--- config.mk ---
export PLATFORM = sky130hd
export DESIGN_NAME = wdt_heartbeat_gen
export DESIGN_NICKNAME = d
export VERILOG_FILES = /design/src/rtl/wdt_heartbeat_gen.sv
export SDC_FILE = /design/constraint.sdc
export NUM_CORES = 1
export LEC_CHECK = 0
export BUFFER_PORTS_ARGS = -buffer_cell sky130_fd_sc_hd__buf_2
export CAP_MARGIN = 5
export CORE_MARGIN = 3
export CORE_UTILIZATION = 50
export CTS_CLUSTER_SIZE = 24
export DETAILED_ROUTE_END_ITERATION = 7
export GPL_TIMING_DRIVEN = 0
export PLACE_DENSITY = 0.69
export SLEW_MARGIN = 10
export SYNTH_ARGS = -nofsm -noshare
export SYNTH_HDL_FRONTEND = slang
export SYNTH_SLANG_ARGS = --single-unit
--- constraint.sdc ---
create_clock -name i_clk -period 3.7 [get_ports i_clk]
set_input_delay 0.37 -clock i_clk [delete_from_list [all_inputs] [get_ports i_clk]]
set_output_delay 0.37 -clock i_clk [all_outputs]
set_load 0.05 [all_outputs]
--- src/rtl/wdt_heartbeat_gen.sv ---
// ---------------------------------------------------------------------------
// wdt_heartbeat_gen
//
// Heartbeat generator for the watchdog timer. Once per kick period it checks
// that every monitored task has strobed its alive bit at least once during
// that period. If they all have, it issues a KICK_HIGH_CYCLES-long pulse on
// o_kick. If any task stayed silent, or the shutdown controller requested a
// stop, it withholds kicks and parks in STALLED so that the watchdog expires.
//
// Ports:
//   i_clk            system clock
//   i_rst            asynchronous, active-high reset
//   i_enable         level, 1 = generator running; 0 returns to IDLE
//   i_force_stop     stop request from the shutdown controller (RUN only)
//   i_task_alive     per-task alive strobes, any high cycle counts
//   o_kick           registered heartbeat pulse to the watchdog
//   o_kick_count     kicks issued since leaving IDLE, wraps at 16 bits
//   o_missing_tasks  tasks that failed the check that caused the stall
//   o_stalled        high while in STALLED
//   o_forced         high when the stall was caused by i_force_stop
// ---------------------------------------------------------------------------
module wdt_heartbeat_gen #(
    parameter int CLK_HZ           = 24000000,
    parameter int KICK_PERIOD_MS   = 100,
    parameter int KICK_HIGH_CYCLES = 4,
    parameter int NUM_TASKS        = 4
) (
    input  logic                 i_clk,
    input  logic                 i_rst,
    input  logic                 i_enable,
    input  logic                 i_force_stop,
    input  logic [NUM_TASKS-1:0] i_task_alive,
    output logic                 o_kick,
    output logic [15:0]          o_kick_count,
    output logic [NUM_TASKS-1:0] o_missing_tasks,
    output logic                 o_stalled,
    output logic                 o_forced
);

    localparam longint PERIOD   = (longint'(CLK_HZ) / 1000) * longint'(KICK_PERIOD_MS);
    localparam logic [24:0] CNT_LAST = 25'(PERIOD - 1);
    localparam logic [24:0] KICK_LEN = 25'(KICK_HIGH_CYCLES);

    typedef enum logic [1:0] {
        IDLE    = 2'd0,
        RUN     = 2'd1,
        STALLED = 2'd2
    } state_t;

    state_t                r_state;
    state_t                w_stateNext;
    logic                  r_enableQ;
    logic [24:0]           r_cnt;
    logic [24:0]           w_cntNext;
    logic [NUM_TASKS-1:0]  r_alive;
    logic [NUM_TASKS-1:0]  w_aliveNext;
    logic                  r_kick;
    logic                  w_kickNext;
    logic [15:0]           r_kickCount;
    logic [15:0]           w_kickCountNext;
    logic [NUM_TASKS-1:0]  r_missing;
    logic [NUM_TASKS-1:0]  w_missingNext;
    logic                  r_stalled;
    logic                  w_stalledNext;
    logic                  r_forced;
    logic                  w_forcedNext;
    logic [NUM_TASKS-1:0]  w_eff;
    logic                  w_check;

    // Delayed copy of enable. Leaving IDLE waits for enable to be seen on two
    // consecutive edges, so enable sampled at edge E gives RUN with cnt=0
    // after edge E+1 and the first kick at edge E+1+P. Dropping enable still
    // acts on the very next edge because it uses the live input.
    always_ff @(posedge i_clk or posedge i_rst) begin
        if (i_rst) begin
            r_enableQ <= 1'b0;
        end else begin
            r_enableQ <= i_enable;
        end
    end

    // State register.
    always_ff @(posedge i_clk or posedge i_rst) begin
        if (i_rst) begin
            r_state <= IDLE;
        end else begin
            r_state <= w_stateNext;
        end
    end

    // Next-state and next-output logic. Every output is computed here one
    // cycle ahead and registered below, so nothing combinational reaches a
    // port. Priority is enable=0, then force_stop, then the check result.
    always_comb begin
        w_stateNext     = r_state;
        w_cntNext       = r_cnt;
        w_aliveNext     = r_alive;
        w_kickNext      = 1'b0;
        w_kickCountNext = r_kickCount;
        w_missingNext   = r_missing;
        w_stalledNext   = r_stalled;
        w_forcedNext    = r_forced;

        // Strobes arriving on the check cycle itself still count.
        w_eff   = r_alive | i_task_alive;
        w_check = (r_cnt == CNT_LAST);

        if (!i_enable) begin
            w_stateNext     = IDLE;
            w_cntNext       = '0;
            w_aliveNext     = '0;
            w_kickCountNext = '0;
            w_missingNext   = '0;
            w_stalledNext   = 1'b0;
            w_forcedNext    = 1'b0;
        end else begin
            unique case (r_state)
                IDLE: begin
                    w_cntNext       = '0;
                    w_aliveNext     = '0;
                    w_kickCountNext = '0;
                    w_missingNext   = '0;
                    w_stalledNext   = 1'b0;
                    w_forcedNext    = 1'b0;
                    if (r_enableQ) begin
                        w_stateNext = RUN;
                    end
                end

                RUN: begin
                    if (i_force_stop) begin
                        w_stateNext   = STALLED;
                        w_missingNext = '0;
                        w_stalledNext = 1'b1;
                        w_forcedNext  = 1'b1;
                    end else if (w_check) begin
                        if (&w_eff) begin
                            w_cntNext       = '0;
                            w_aliveNext     = '0;
                            w_kickNext      = 1'b1;
                            w_kickCountNext = r_kickCount + 16'd1;
                        end else begin
                            w_stateNext   = STALLED;
                            w_missingNext = ~w_eff;
                            w_stalledNext = 1'b1;
                        end
                    end else begin
                        w_cntNext   = r_cnt + 25'd1;
                        w_aliveNext = w_eff;
                        // A pulse only ever starts at cnt=0, so it stays high
                        // while the upcoming count is still inside the pulse.
                        w_kickNext  = r_kick && ((r_cnt + 25'd1) < KICK_LEN);
                    end
                end

                STALLED: begin
                    w_stateNext = STALLED;
                end

                default: begin
                    w_stateNext = IDLE;
                end
            endcase
        end
    end

    // Datapath and output registers.
    always_ff @(posedge i_clk or posedge i_rst) begin
        if (i_rst) begin
            r_cnt       <= '0;
            r_alive     <= '0;
            r_kick      <= 1'b0;
            r_kickCount <= '0;
            r_missing   <= '0;
            r_stalled   <= 1'b0;
            r_forced    <= 1'b0;
        end else begin
            r_cnt       <= w_cntNext;
            r_alive     <= w_aliveNext;
            r_kick      <= w_kickNext;
            r_kickCount <= w_kickCountNext;
            r_missing   <= w_missingNext;
            r_stalled   <= w_stalledNext;
            r_forced    <= w_forcedNext;
        end
    end

    assign o_kick          = r_kick;
    assign o_kick_count    = r_kickCount;
    assign o_missing_tasks = r_missing;
    assign o_stalled       = r_stalled;
    assign o_forced        = r_forced;

endmodule
==> flow_summary.json, run 1 <==
{
  "status": "completed",
  "grt_usage": 0.212,
  "dp_hpwl_um": 5250,
  "yosys_warnings": 0,
  "crit_type": "flip-flop to flip-flop",
  "grt.overflow.total": 0,
  "diodes": 0,
  "finalHoldViolCount": 0,
  "clock_latency_ns": 0.31,
  "die_area_sq_um": 7380,
  "clk_path_buf_depth": 2,
  "p_int_mw": 0.829,
  "reg2reg_from": "r_state[1]$_DFFE_PP0P_",
  "ys_seq_area_frac": 0.431,
  "worst_pin_slew_ns": 0.677,
  "cts-root-buf": "clkbuf_8",
  "ir_drop_v": 0.000223,
  "fin_crit_ns": 2.67,
  "holdBufCountCts": 0,
  "cp_slowest_cell": "nor2_1",
  "syn_nets": 368,
  "power.switching_mw": 0.416,
  "grt_pass1_wl_um": 12600,
  "pre_cts_ws_ns": 1.04,
  "die_h_um": 85.9,
  "ys_top_cells_by_count": "dfrtp_1 (55), nor2_1 (43), nand2_1 (37)",
  "htree_levels": 2,
  "ys.flop_type": "dfrtp_1",
  "cts_sinks": 55,
  "area_growth_pct": 10.9,
  "synth.cell_area_sq_um": 3190,
  "grt_pass1_vias": 2599,
  "ys_types": 53,
  "yosysTopAreaCell": "dfrtp_1",
  "slew_violations": 0,
  "crit_arrival_ns": 2.88,
  "postCtsResizedCells": 0,
  "antenna_left": 0,
  "vias": 2744,
  "core_area_sq_um": 6060,
  "synth_edf_count": 0,
  "max_stage_delay_ns": 0.53,
  "drive_above_1_share": 0.201,
  "drtIter0Drc": 165,
  "synthArstFlopShare": 1.00,
  "grt_antenna_before_repair": 0,
  "tns_ns": 0,
  "design.portCount": 31,
  "drcViolationCount": 0,
  "maxCapViolations": 0,
  "yosysMostFrequentCell": "dfrtp_1",
  "tritoncts": "yes",
  "clock_power_share": 0.268,
  "fin_worst_skew_ns": 0.0104,
  "rows": 28,
  "start_util": 0.527,
  "post_drt_wl_per_cell_um": 15.6,
  "post_cts_buffers": 0,
  "die_w_um": 85.9,
  "synth_seq_cells": 55,
  "synth_top_area_frac": 0.431,
  "synth_area_leaders": "dfrtp_1 (43%), xor2_1 (6.0%), nor2_1 (5.1%), nand2_1 (4.4%), o21ai_1 (4.1%)",
  "crit_path_start": "r_state[1]$_DFFE_PP0P_",
  "finalWirelength_um": 7310,
  "fmax_ghz": 0.375,
  "syn_avg_cell_area_sq_um": 8.97,
  "nNetsFinal": 406,
  "clk_pin_slew_ns": 0.10,
  "viasPerCell": 5.85,
  "grt_max_degree": 38,
  "max-slew-margin-rel": 0.545,
  "p_leak_nw": 1.63,
  "path_cells": "inv_1 > ha_1 > nand2_1 > or2_2 > buf_2 > nor2_1 > clkbuf_1 > nand2_1 > o21ai_0",
  "pwr-share-seq": 0.510,
  "power_switching_share": 0.334,
  "syn_inst": 356,
  "powerDensity_nw_per_um2": 352,
  "io_buffer_count": 30,
  "finalPower_mw": 1.25,
  "grt_setup_unrepaired": "false",
  "cts-buffers-inserted": 5,
  "endpoint_kind": "flip-flop",
  "cpMostUsedCell": "nand2_1",
  "worstSetupStartpointType": "flip-flop",
  "critPathMaxFanout": 10,
  "required_ns": 3.92,
  "place_congestion": 0.917,
  "dr.pass1.iters": 5,
  "setup_violations": 0,
  "fin_ws_ns": 1.03,
  "finalCritPeriodShare": 0.721,
  "pwr-share-comb": 0.222,
  "postLayoutCoreUtil": 0.584,
  "hold_class": "primary input to asynchronous set/reset pin"
}
power by group through the flow:
stage	clock [mW]	combinational (mW)	sequential, mW
floorplan	0	0.163	0.683
global placement	0	0.272	0.647
detailed placement	0	0.278	0.647
CTS	0.348	0.279	0.636
global route	0.369	0.307	0.639
finish	0.334	0.276	0.636
layer usage:
metal	up-vias	track usage	share of wire
met3	15	0.0394	0.053
li1	1336	-	-
met4	0	0.0576	0.019
met2	80	0.333	0.46
met1	1313	0.301	0.47
met5	-	0	0
flip-flops by register name, indices dropped and copies added, names as in the netlist:
name,cells
o_stalled,1
o_kick_count,16
r_cnt,25
o_kick,1
o_forced,1
r_enableQ,1
r_state,2
o_missing_tasks,4
r_alive,4
metrics by stage:
stage | hold WS [ns] | instances | instance area [sq um]
2_1_floorplan | 0.401 | 356 | 3190
4_1_cts | 0.0664 | 469 | 3540
3_3_place_gp | 0.458 | 461 | 3440
3_5_place_dp | 0.406 | 462 | 3460
6_report | 0.0522 | 469 | 3540
5_1_grt | 0.0787 | 469 | 3540
path summary, 6_finish.rpt:
check	slack, ns	end	cells past startpoint
worst max-delay path	1.03	r_cnt[11]$_DFFE_PP0P_	9
worst max register to register	1.03	r_cnt[11]$_DFFE_PP0P_	9
max in group asynchronous	3.09	r_cnt[11]$_DFFE_PP0P_	3
worst min register to register	0.48	o_missing_tasks[2]$_DFFE_PP0P_	2
min in group i_clk	0.18	r_enableQ$_DFF_PP0_	1
worst min-delay path	0.05	r_cnt[1]$_DFFE_PP0P_	2
cells in the final DEF, fill, tap and decap left out, types with 3 or more instances in the layout:
cell type / instances
ha_1: 4
nand3_1: 21
o21ai_0: 14
nand4_1: 13
buf_2: 39
buf_4: 5
nor2_1: 43
o41ai_2: 4
o21ai_1: 26
nor3_1: 3
inv_1: 9
clkbuf_1: 7
xor2_1: 22
xnor2_1: 4
nor4_1: 4
dfrtp_1: 55
o22ai_1: 4
clkbuf_8: 5
a21oi_1: 14
and3_1: 5
nand2_1: 37
o31ai_1: 7
logic make-up after synthesis:
| kind of cell | share of synthesized area |
|---|---|
| buffers and inverters | 0.0459 |
| AO/OA/AOI/OAI | 0.166 |
| adder cells (fa/ha/maj) | 0.0157 |
| XOR/XNOR | 0.0713 |
| AND/OR/NAND/NOR | 0.263 |
| multiplexers | 0.00706 |
| flip-flops | 0.431 |
worst max-delay path, delay by kind of cell, from the launching register on:
kind,cells,cell delay (ns)
AO/OA/AOI/OAI,1,0.19
adder cells (fa/ha/maj),1,0.24
buffers and inverters,3,0.77
flip-flops,1,0.39
AND/OR/NAND/NOR,4,0.98
area by class of cell:
class | instances | area, sq um
Buffer | 21 | 109
Clock buffer | 5 | 68.8
Clock inverter | 2 | 16.3
Fill cell | 556 | 2520
Inverter | 10 | 37.5
Multi-Input combinational cell | 270 | 1670
Sequential cell | 55 | 1380
Tap cell | 75 | 93.8
Timing Repair Buffer | 31 | 170
Note: power is estimated with default switching activity, not from simulation.
==> run 2: changes to the inputs <==
==> constraint.sdc (replaced) <==
create_clock -name i_clk -period 2.65 [get_ports i_clk]
set_input_delay 0.265 -clock i_clk [delete_from_list [all_inputs] [get_ports i_clk]]
set_output_delay 0.265 -clock i_clk [all_outputs]
set_load 0.05 [all_outputs]
==> flow_summary.json, run 2 (same netlist as run 1, synthesis figures left out) <==
{
  "status": "completed",
  "place_congestion": 0.917,
  "max-slew-margin-rel": 0.490,
  "grt_setup_unrepaired": "false",
  "io_buffer_count": 30,
  "ff_latch_area_sq_um": 1380,
  "grt_usage": 0.213,
  "multi_input_area_sq_um": 1690,
  "clock_power_share": 0.269,
  "crit_type": "flip-flop to flip-flop",
  "layout_common_cells": "dfrtp_1 (53), nor2_1 (42), buf_2 (39)",
  "max_stage_delay_ns": 0.46,
  "ir_drop_v": 0.000312,
  "power_switching_share": 0.336,
  "tns_ns": 0,
  "fmax_ghz": 0.413,
  "grt_max_degree": 38,
  "antenna_left": 0,
  "crit_arrival_ns": 2.61,
  "clock_latency_ns": 0.31,
  "powerDensity_nw_per_um2": 489,
  "path_cells": "ha_2 > nand3_2 > or2_1 > nor3_4 > nand2b_1 > buf_2 > buf_4 > a21oi_1 > o21ai_1 > o31ai_1",
  "worst_pin_slew_ns": 0.760,
  "p_leak_nw": 1.65,
  "die_h_um": 85.9,
  "drtIter0Drc": 155,
  "p_int_mw": 1.16,
  "stdcell_count": 470,
  "area_growth_pct": 12.2,
  "slew_violations": 0,
  "finalCritPeriodShare": 0.915,
  "cts-buffers-inserted": 5,
  "finalPower_mw": 1.75,
  "hold_class": "primary input to flip-flop",
  "clk_pin_slew_ns": 0.10,
  "power.switching_mw": 0.588,
  "hold_path.startpoint": "i_enable",
  "cts-root-buf": "clkbuf_8",
  "die_w_um": 85.9,
  "pwr-share-seq": 0.507,
  "diodes": 0,
  "cp_slowest_cell": "dfrtp_2",
  "dp_cells": 462,
  "drive_above_1_share": 0.215,
  "crit_path_start": "r_cnt[0]$_DFFE_PP0P_",
  "tritoncts": "yes",
  "n_fill_cell": 554,
  "htree_levels": 2,
  "vias": 2755,
  "worstSetupStartpointType": "flip-flop",
  "required_ns": 2.84,
  "dp_hpwl_um": 5250,
  "grt_pass1_wl_um": 12600,
  "final_common_cell": "dfrtp_1",
  "grt_pass1_vias": 2618,
  "finalWirelength_um": 7340,
  "drcViolationCount": 0,
  "reg2reg_from": "r_cnt[0]$_DFFE_PP0P_",
  "finalHoldViolCount": 0,
  "critPathMaxFanout": 10,
  "die_area_sq_um": 7380,
  "clk_path_buf_depth": 2,
  "setup_violations": 0,
  "endpoint_kind": "flip-flop",
  "fin_worst_skew_ns": 0.0128,
  "grt_antenna_before_repair": 0,
  "hold_ws_ns": 0.0702,
  "start_util": 0.527,
  "pwr-share-comb": 0.224,
  "grt.overflow.total": 0,
  "maxCapViolations": 0,
  "viasPerCell": 5.86,
  "cts_sinks": 55,
  "largest_register_ffs": 25,
  "largest_register": "r_cnt",
  "core_area_sq_um": 6060,
  "rows": 28,
  "nNetsFinal": 407,
  "post_drt_wl_per_cell_um": 15.6,
  "fin_crit_ns": 2.42,
  "design.portCount": 31,
  "dr.pass1.iters": 5
}
[run 2: power by group through the flow]
stage               logic, mW  registers [mW]  clock network (mW)
floorplan               0.228           0.953                   0
global route            0.436           0.892               0.514
global placement        0.380           0.903                   0
finish                  0.392           0.888               0.470
CTS                     0.391           0.887               0.486
detailed placement      0.388           0.904                   0
[run 2: area by class of cell]
type	instances	area share
plain buffers	21	0.0308
clock buffers	5	0.0192
clock inverters	2	0.00454
inverters	10	0.0105
multi-input cells	270	0.473
flip-flops and latches	55	0.385
well taps	75	0.0262
repair buffers	32	0.0503
[run 2: path summary, 6_finish.rpt]
path	to	slack (ns)	depth (start not counted)
max reg2reg	r_cnt[17]$_DFFE_PP0P_	0.23	10
max in group asynchronous	r_cnt[11]$_DFFE_PP0P_	1.60	4
min	r_enableQ$_DFF_PP0_	0.07	1
max	r_cnt[17]$_DFFE_PP0P_	0.23	10
min in group asynchronous	r_cnt[3]$_DFFE_PP0P_	0.49	3
min reg2reg	o_missing_tasks[2]$_DFFE_PP0P_	0.48	2
[run 2: routing by layer]
metal / vias up / part of all wire / routed length [um] / global-route usage
li1: 1335 / - / - / -
met4: 0 / 0.014 / 102 / 0.0576
met5: - / 0 / 0 / 0
met1: 1326 / 0.48 / 3490 / 0.301
met3: 12 / 0.051 / 371 / 0.0394
met2: 82 / 0.46 / 3370 / 0.335
[run 2: per-stage QoR]
step                      utilization  instance area [sq um]  setup slack (ns)
after global routing            0.591                   3580            0.0321
after global placement          0.567                   3440            0.0448
final                           0.591                   3580             0.226
after detailed placement        0.570                   3460            0.0321
after CTS                       0.586                   3550            0.0500
after floorplan                     -                   3190             0.411
[run 2: what timing repair did]
| action | 4_1_cts | 5_1_grt |
|---|---|---|
| buffers inserted | 0 | 0 |
| endpoints found under the hold margin | 18 | 0 |
| resized for setup | 1 | 8 |
| hold buffers | 1 | 0 |
| pin swaps | 0 | 1 |
| setup endpoints to repair | 1 | 34 |
[run 2: worst max-delay path, delay by kind of cell, from the launching register on]
kind	cells	cell delay [ns]
buf+inv	2	0.40
simple gates	4	0.88
fa+ha+maj	1	0.26
flops	1	0.46
compound gates	3	0.29
==> run 3: changes to the inputs <==
--- a/config.mk
+++ b/config.mk
@@ -5,7 +5,7 @@
 export SDC_FILE = /design/constraint.sdc
 export NUM_CORES = 1
 export LEC_CHECK = 0
-export BUFFER_PORTS_ARGS = -buffer_cell sky130_fd_sc_hd__buf_2
+export BUFFER_PORTS_ARGS = -buffer_cell sky130_fd_sc_hd__clkbuf_2
 export CAP_MARGIN = 5
 export CORE_MARGIN = 3
 export CORE_UTILIZATION = 50
==> flow_summary.json, run 3 (same netlist as run 1, synthesis figures left out) <==
{
  "cp_slowest_cell": "dfrtp_2",
  "clock_latency_ns": 0.31,
  "grt_max_degree": 38,
  "p_leak_nw": 1.65,
  "dr.pass1.iters": 5,
  "cts_sinks": 55,
  "crit_arrival_ns": 2.61,
  "die_h_um": 85.9,
  "drcViolationCount": 0,
  "hold_depth": 1,
  "slew_violations": 0,
  "grt_antenna_before_repair": 0,
  "r2r_setup_slack_ns": 0.23,
  "grt.overflow.total": 0,
  "grt_pass1_wl_um": 12400,
  "power_switching_share": 0.313,
  "finalCritPeriodShare": 0.911,
  "maxCapViolations": 0,
  "largest_register_ffs": 25,
  "postLayoutCoreUtil": 0.598,
  "nNetsFinal": 407,
  "clk_pin_slew_ns": 0.10,
  "cts-buffers-inserted": 5,
  "finalWirelength_um": 7240,
  "layout_common_cells": "dfrtp_1 (53), nor2_1 (42), nand2_1 (37)",
  "max-slew-margin-rel": 0.494,
  "vias": 2741,
  "endpoint_kind": "flip-flop",
  "status": "completed",
  "hold_class": "primary input to flip-flop",
  "antenna_left": 0,
  "critPathMaxFanout": 10,
  "hold_path_end": "r_enableQ$_DFF_PP0_",
  "rows": 28,
  "drtIter0Drc": 192,
  "worst_pin_slew_ns": 0.755,
  "setup_violations": 0,
  "largest_register": "r_cnt",
  "fin_worst_skew_ns": 0.0105,
  "design.portCount": 31,
  "clk_path_buf_depth": 2,
  "diodes": 0,
  "grt_setup_unrepaired": "false",
  "pwr-share-seq": 0.474,
  "required_ns": 2.84,
  "die_w_um": 85.9,
  "grt_usage": 0.210,
  "tritoncts": "yes",
  "cts-root-buf": "clkbuf_8",
  "finalHoldViolCount": 0,
  "clock_power_share": 0.318,
  "post_cts_buffers": 0,
  "fmax_ghz": 0.414,
  "crit_type": "flip-flop to flip-flop",
  "area_growth_pct": 13.5,
  "hold_path.startpoint": "i_enable",
  "r2r_end": "r_cnt[20]$_DFFE_PP0P_",
  "fin_crit_ns": 2.42,
  "powerDensity_nw_per_um2": 518,
  "max_stage_delay_ns": 0.45,
  "place_congestion": 0.918,
  "start_util": 0.527,
  "final_common_cell": "dfrtp_1",
  "die_area_sq_um": 7380,
  "io_buffer_count": 30,
  "htree_levels": 2,
  "power.switching_mw": 0.587,
  "grt_pass1_vias": 2481,
  "dp_hpwl_um": 5080,
  "reg2reg_depth": 10,
  "p_int_mw": 1.29,
  "viasPerCell": 5.82,
  "core_area_sq_um": 6060,
  "path_cells": "ha_2 > nand3_2 > or2_1 > nor3_4 > nand2b_1 > buf_2 > buf_4 > a21oi_1 > o21ai_1 > o31ai_1",
  "tns_ns": 0,
  "pwr-share-comb": 0.208,
  "post_drt_wl_per_cell_um": 15.4,
  "reg2reg_from": "r_cnt[0]$_DFFE_PP0P_",
  "worstSetupStartpointType": "flip-flop",
  "ir_drop_v": 0.000330,
  "drive_above_1_share": 0.220
}
run 3: cell types whose count changed in the layout (fill, tap and decap cells not counted):
cell	previous run	this run
nor4bb_2	0	1
clkbuf_8	5	6
clkbuf_2	1	31
bufinv_16	0	1
nor4bb_1	1	0
clkinvlp_4	1	0
buf_2	39	9
run 3: what timing repair did:
action | CTS | global route
setup endpoints to repair | 1 | 29
gates resized for setup | 1 | 9
hold buffers | 1 | 0
pin swaps | 0 | 1
hold endpoints to repair | 18 | 0
run 3: layout make-up:
type | count | area (sq um)
fillers | 528 | 2440
clock buffers | 6 | 82.6
flip-flops and latches | 55 | 1380
inverters | 10 | 37.5
plain buffers | 21 | 110
well taps | 75 | 93.8
clock inverters | 2 | 38.8
repair buffers | 32 | 180
multi-input cells | 270 | 1700
run 3: power groups by stage:
stage	clock network, mW	registers (mW)	logic (mW)
global route	0.641	0.894	0.432
floorplan	0	0.953	0.228
global placement	0	0.903	0.379
detailed placement	0	0.904	0.387
CTS	0.614	0.888	0.390
finish	0.597	0.888	0.390
run 3: routing by layer:
layer  up-vias  share of wire  global-route usage
met5         -              0                   0
met4         0         0.0088              0.0532
met3         6          0.049              0.0365
met2        89           0.45               0.331
met1      1297           0.49               0.299
li1       1349              -                   -
run 3: worst max-delay path by stage:
| stage | from | to | slack, ns | depth (start not counted) |
|---|---|---|---|---|
| 2_1_floorplan | r_cnt[0]$_DFFE_PP0P_ | o_kick$_DFF_PP0_ | 0.41 | 8 |
| 3_3_place_gp | r_state[1]$_DFFE_PP0P_ | r_cnt[11]$_DFFE_PP0P_ | 0.04 | 9 |
| 3_5_place_dp | r_state[1]$_DFFE_PP0P_ | r_cnt[11]$_DFFE_PP0P_ | 0.02 | 9 |
| 4_1_cts | r_cnt[0]$_DFFE_PP0P_ | o_kick$_DFF_PP0_ | 0.03 | 8 |
| 5_1_grt | r_cnt[0]$_DFFE_PP0P_ | r_cnt[12]$_DFFE_PP0P_ | 0.02 | 10 |
| 6_report | r_cnt[0]$_DFFE_PP0P_ | r_cnt[20]$_DFFE_PP0P_ | 0.23 | 10 |
run 3: worst max-delay path: cells and delay by family, from the launching register on:
family	cells	cell delay, ns
AOI/OAI and AO/OA	3	0.28
DFF	1	0.45
adders and majority gates	1	0.26
buffers and inverters	2	0.39
and+or+nand+nor	4	0.90
run 3: stage by stage:
step / power, mW / std cells / area, sq um / setup slack, ns / hold slack (ns)
floorplan: 1.18 / 356 / 3190 / 0.411 / 0.296
global placement: 1.28 / 461 / 3440 / 0.0381 / 0.392
detailed placement: 1.29 / 462 / 3460 / 0.0220 / 0.282
CTS: 1.89 / 471 / 3590 / 0.0284 / 0.0623
global route: 1.97 / 471 / 3620 / 0.0234 / 0.0538
finish: 1.88 / 471 / 3620 / 0.235 / 0.0716
